==> src/rtl/seven_seg_scan_ctrl.sv <==
// rtl/seven_seg_scan_ctrl.sv - 4-digit seven-segment scan controller with frame-synchronous double buffer
module seven_seg_scan_ctrl #(
  parameter int CLK_DIV   = 50000,
  parameter int BLANK_CYC = 500
) (
  input  logic        clk,
  input  logic        rst,
  input  logic        wr_en,
  input  logic [15:0] wr_data,
  input  logic [3:0]  wr_dp,
  input  logic [3:0]  digit_en,
  input  logic        lz_blank,
  output logic [3:0]  hex,
  output logic        dp_n,
  output logic [3:0]  an,
  output logic        frame_tick,
  output logic        pending
);

  localparam int CW = (CLK_DIV > 1) ? $clog2(CLK_DIV) : 1;
  localparam logic [CW-1:0] SLOT_LAST  = CW'(CLK_DIV - 1);
  localparam logic [CW-1:0] BLANK_LAST = CW'((BLANK_CYC > 0) ? BLANK_CYC - 1 : 0);

  typedef enum logic {BLANK, SHOW} phase_t;
  localparam phase_t START_PH = (BLANK_CYC == 0) ? SHOW : BLANK;

  phase_t        phase, nxt_phase;
  logic [1:0]    idx, nxt_idx;
  logic [CW-1:0] cnt, nxt_cnt;
  logic [15:0]   active_val, shadow_val, nxt_val;
  logic [3:0]    active_dp, shadow_dp, nxt_dp;
  logic          boundary, lz_dark, dark, lit;

  // Outputs are registered from the next-state view so they line up with the state they describe.
  always_comb begin
    boundary  = (phase == SHOW) && (cnt == SLOT_LAST) && (idx == 2'd3);
    nxt_cnt   = cnt + CW'(1);
    nxt_idx   = idx;
    nxt_phase = phase;
    if (phase == BLANK) begin
      if (cnt == BLANK_LAST) nxt_phase = SHOW;
    end else if (cnt == SLOT_LAST) begin
      nxt_cnt   = '0;
      nxt_idx   = idx + 2'd1;
      nxt_phase = START_PH;
    end
    nxt_val = (boundary && pending) ? shadow_val : active_val;
    nxt_dp  = (boundary && pending) ? shadow_dp  : active_dp;
    // A digit is a leading zero when it and every more significant nibble are zero.
    lz_dark = lz_blank && (nxt_idx != 2'd0) && ((nxt_val >> {nxt_idx, 2'b00}) == 16'h0000);
    dark    = !digit_en[nxt_idx] || lz_dark;
    lit     = (nxt_phase == SHOW) && !dark;
  end

  always_ff @(posedge clk) begin
    if (rst) begin
      phase      <= START_PH;
      idx        <= 2'd0;
      cnt        <= '0;
      active_val <= 16'h0000;
      active_dp  <= 4'h0;
      shadow_val <= 16'h0000;
      shadow_dp  <= 4'h0;
      pending    <= 1'b0;
      an         <= 4'hF;
      hex        <= 4'h0;
      dp_n       <= 1'b1;
      frame_tick <= 1'b0;
    end else begin
      phase      <= nxt_phase;
      idx        <= nxt_idx;
      cnt        <= nxt_cnt;
      active_val <= nxt_val;
      active_dp  <= nxt_dp;
      if (wr_en) begin
        shadow_val <= wr_data;
        shadow_dp  <= wr_dp;
      end
      // A write in the boundary cycle keeps pending set for the following frame.
      pending    <= wr_en || (pending && !boundary);
      an         <= lit ? ~(4'b0001 << nxt_idx) : 4'hF;
      dp_n       <= lit ? ~nxt_dp[nxt_idx] : 1'b1;
      hex        <= nxt_val[{nxt_idx, 2'b00} +: 4];
      frame_tick <= boundary;
    end
  end

endmodule

==> config.mk <==
export PLATFORM = sky130hd
export DESIGN_NAME = seven_seg_scan_ctrl
export DESIGN_NICKNAME = d
export VERILOG_FILES = /design/src/rtl/seven_seg_scan_ctrl.sv
export SDC_FILE = /design/constraint.sdc
export NUM_CORES = 1
export LEC_CHECK = 0
export ABC_AREA = 1
export CAP_MARGIN = 0
export CORE_MARGIN = 8
export CORE_UTILIZATION = 55
export CTS_BUF_LIST = sky130_fd_sc_hd__clkbuf_16
export CTS_CLUSTER_SIZE = 16
export DETAILED_ROUTE_END_ITERATION = 8
export GPL_TIMING_DRIVEN = 0
export PLACE_DENSITY = 0.8
export SLEW_MARGIN = 30
export SYNTH_ARGS = -nofsm -noshare
export SYNTH_HDL_FRONTEND = slang
export SYNTH_SLANG_ARGS = --single-unit
==> constraint.sdc <==
create_clock -name clk -period 2.4 [get_ports clk]
set_input_delay 0.36 -clock clk [delete_from_list [all_inputs] [get_ports clk]]
set_output_delay 0.36 -clock clk [all_outputs]
set_load 0.01 [all_outputs]
==> summary.txt <==
Floorplanning
  • Starting Density: 0.5687
  • Die ar.: 8365 sq um
  • Core area: 5507 sq um
  • Site Rows: 27
  • Die Height: 91.46 microns
  • Width of the die: 91.46 microns
  • I/O pin cnt: 39

Layout
  • Share of cells above drive strength 1: 0.1229
  • Net count, final: 505
  • Number of diodes: 0
  • # fillers: 448
  • Most frequent cells in the layout: nand2_1, nor2_1, dfxtp_1
  • Area grow syn2layout: 24.69%
  • Most common cell after layout, fill and taps aside: nand2_1
  • Util after Layout: 0.7092

Critical path
  • Worst path depth: 14
  • CP Class: flip-flop to flip-flop
  • R2R Setup Slk: 240 ps
  • R2R depth: 14
  • CP max FO: 7
  • FF-to-FF End: an[1]
  • Cell family contributing the most delay on the critical path: simple AND/OR/NAND/NOR gates
  • Type of origin of the critical path: flip-flop
  • Most used cell, CP: nand2_1
  • Buffers & Inverters on Critical Path: 1
  • WP data arrival: 2430 ps
  • Required @ worst endpoint: 2670 ps
  • Critical-path cell list: ha_4 > nand3_2 > nor3_2 > nand4_1 > buf_6 > nand2_1 > nand2_1 > nor2_1 > nand2_1 > nand2_1 > nand3_1 > nor2_2 > nand2_2 > nand3_1
  • Worst path max stage delay: 350 ps
  • R2r startpoint: cnt[0]
  • Critical path capture point type: flip-flop
  • CP max stage cell: dfxtp_2

Synth
  • Ys Warns: 0
  • Post-synthesis sequential area ratio: 0.4475
  • Post-Syn Instances: 425
  • Cell area after synthesis: 3132 sq um
  • Synthesized area per cell: 7.369 sq um
  • Mapped Nets: 455
  • Seq cells post-synth: 70
  • Yosys cell types: 33

Route
  • Metal-1 WL: 3120 microns
  • Met2 routed WL: 3387 microns
  • Routed via count: 2828
  • Final WL: 6970 microns
  • Post-DRT Antenna Nets: 0
  • Drt pass-1 iters: 7
  • Residual DRC: 0
  • Vias per inst: 5.123
  • Max Used Layer: met4
  • Iter 0 DRT Violations: 167
  • Routed length per instance: 12.63 microns
  • Met3 WL: 297 microns

Pwr
  • P_leak: 1.712 nW
  • Total power: 0.002474 W
  • Peak supply drop: 0.5835 mV
  • Pwr per Cell Area: 633.4 nW/um^2

Clock tree
  • CTS tree: yes
  • Clock slew at reported path FFs: 50 ps
  • CTS buffer count: 9
  • Clk Latency, worst-skew pair: 330 ps
  • Clk root buf: clkbuf_16
  • H-tree depth: 3
  • Hold Buf Count CTS: 0
  • CTS Buffer Depth: 2
  • CTS Sinks: 70

STA
  • TNS Setup: 0 ps
  • PnR worst setup slack: 236.5 ps
  • Relative slew slack: 0.6463
  • Final Hold Fails: 0
  • Skew final: 3.830 ps
  • Hold slack: 354.0 ps
  • Slew @ Worst Pin: 530.6 ps
  • Final Slew Violations: 0
  • Post-route minimum period: 2163 ps
  • FMAX: 0.4622 GHz
  • Fin crit share: 0.9015
  • # setup viols final: 0

Min path
  • Worst hold start: rst
  • Worst Hold Class: primary input to flip-flop
  • Hold Crit Depth: 2
  • WHS Endpoint: active_val[15]

Global routing
  • Initial antenna violation count: 0
  • First-pass GRT wire length: 12080 microns
  • Vias in the first global route: 2774
  • Largest net degree at the start of global routing: 12
  • Total track usage: 0.1745
  • Overflow after GRT: 0

Placement
  • Pre-CTS WS: 94.26 ps
  • Detailed Place HPWL: 5152 microns
  • Gpl congestion: 0.8447
  • IO buf count: 37

Status
  • Status: complete, no violations

Flow run
  • MaxCap Viol Count: 0
==> worst register-to-register path: stages, from the launching register on <==
cell and delay [ps]:
dfxtp_2 350, ha_4 150, nand3_2 140, nor3_2 200, nand4_1 220, buf_6 220
nand2_1 100, nand2_1 70, nor2_1 130, nand2_1 80, nand2_1 60, nand3_1 80
nor2_2 130, nand2_2 90, nand3_1 80
==> cell usage after synthesis <==
master    instances  area (sq um)
nand2_1          89         334.1
nor2_1           80         300.3
dfxtp_1          70          1401
nand3_1          33         165.2
inv_1            31         116.4
o21ai_0          22         110.1
a21oi_1          20         100.1
clkbuf_1         11         41.29
nand3_2          10         100.1
inv_2             8         30.03
nand4_1           6         37.54
nor3_1            6         30.03
nand2_2           5         31.28
mux2i_1           4         40.04
xor2_1            4         35.03
nor2_2            3         18.77
nor2_4            3         33.78
a211oi_1          2         15.01
and3_1            2         12.51
buf_2             2         10.01
ha_1              2         25.02
a41oi_1           1         8.760
a41oi_2           1         16.27
buf_12            1         20.02
buf_4             1         7.510
clkinv_1          1         3.750
nand2_4           1         11.26
nand3_4           1         17.52
nor2_8            1         20.02
nor3b_1           1         7.510
nor4_1            1         6.260
o21ai_4           1         16.27
xnor2_1           1         8.760
==> report_power, final <==
part	switching, W	total (W)	internal, W
clock network	0.000456	0.00113	0.000679
logic	0.0000631	0.000126	0.0000633
registers	0.0000197	0.00121	0.00119
==> per-stage QoR <==
step | cells | instance area, sq um
after global routing | 552 | 3905
after floorplan | 425 | 3132
after CTS | 550 | 3850
after global placement | 534 | 3592
final | 552 | 3905
after detailed placement | 534 | 3592
==> repair_timing <==
action                                  4_1_cts  5_1_grt
endpoints found under the setup margin        0        8
setup buffers                                 0        1
resized for setup                             0       13
==> routing by layer <==
metal	global-route usage	vias to the layer above
li1	-	1461
met1	0.1969	1283
met2	0.2887	66
met3	0.06337	18
met4	0.07640	0
met5	0	-
==> area by class of cell <==
class	instances	area, sq um	area share
clock inverters	7	32.53	0.008331
flip-flops and latches	70	1404	0.3595
plain buffers	15	88.84	0.02275
well taps	72	90.09	0.02307
clock buffers	9	225.2	0.05767
inverters	40	150.1	0.03845
repair buffers	39	382.9	0.09805
multi-input cells	300	1531	0.3922
==> state kept, by name, summed over array words and instances, names as in the netlist <==
register and flops:
frame_tick 1, idx 2, hex 4, shadow_dp 4, active_dp 4, active_val 16, pending 1, an 4
cnt 16, dp_n 1, phase 1, shadow_val 16
==> worst max-delay path by stage <==
stage	to	slack, ps	start
6_report	an[1]	240	cnt[0]
5_1_grt	an[0]	-5	cnt[0]
4_1_cts	an[2]	70	cnt[0]
3_5_place_dp	an[2]	90	cnt[0]
3_3_place_gp	an[2]	130	cnt[0]
2_1_floorplan	dp_n	450	cnt[0]
==> kinds of logic (layout without fill, tap and decap cells) <==
logic type / Yosys count / count (layout) / share of synthesized area
XOR/XNOR: 5 / 5 / 0.01398
flip-flops: 70 / 70 / 0.4475
AND/OR/NAND/NOR: 242 / 242 / 0.3596
adder cells (fa/ha/maj): 2 / 2 / 0.007989
AO/OA/AOI/OAI: 47 / 47 / 0.08510
multiplexers: 4 / 4 / 0.01279
buffers and inverters: 55 / 110 / 0.07311
No activity file was read; power rests on OpenSTA's default activity.
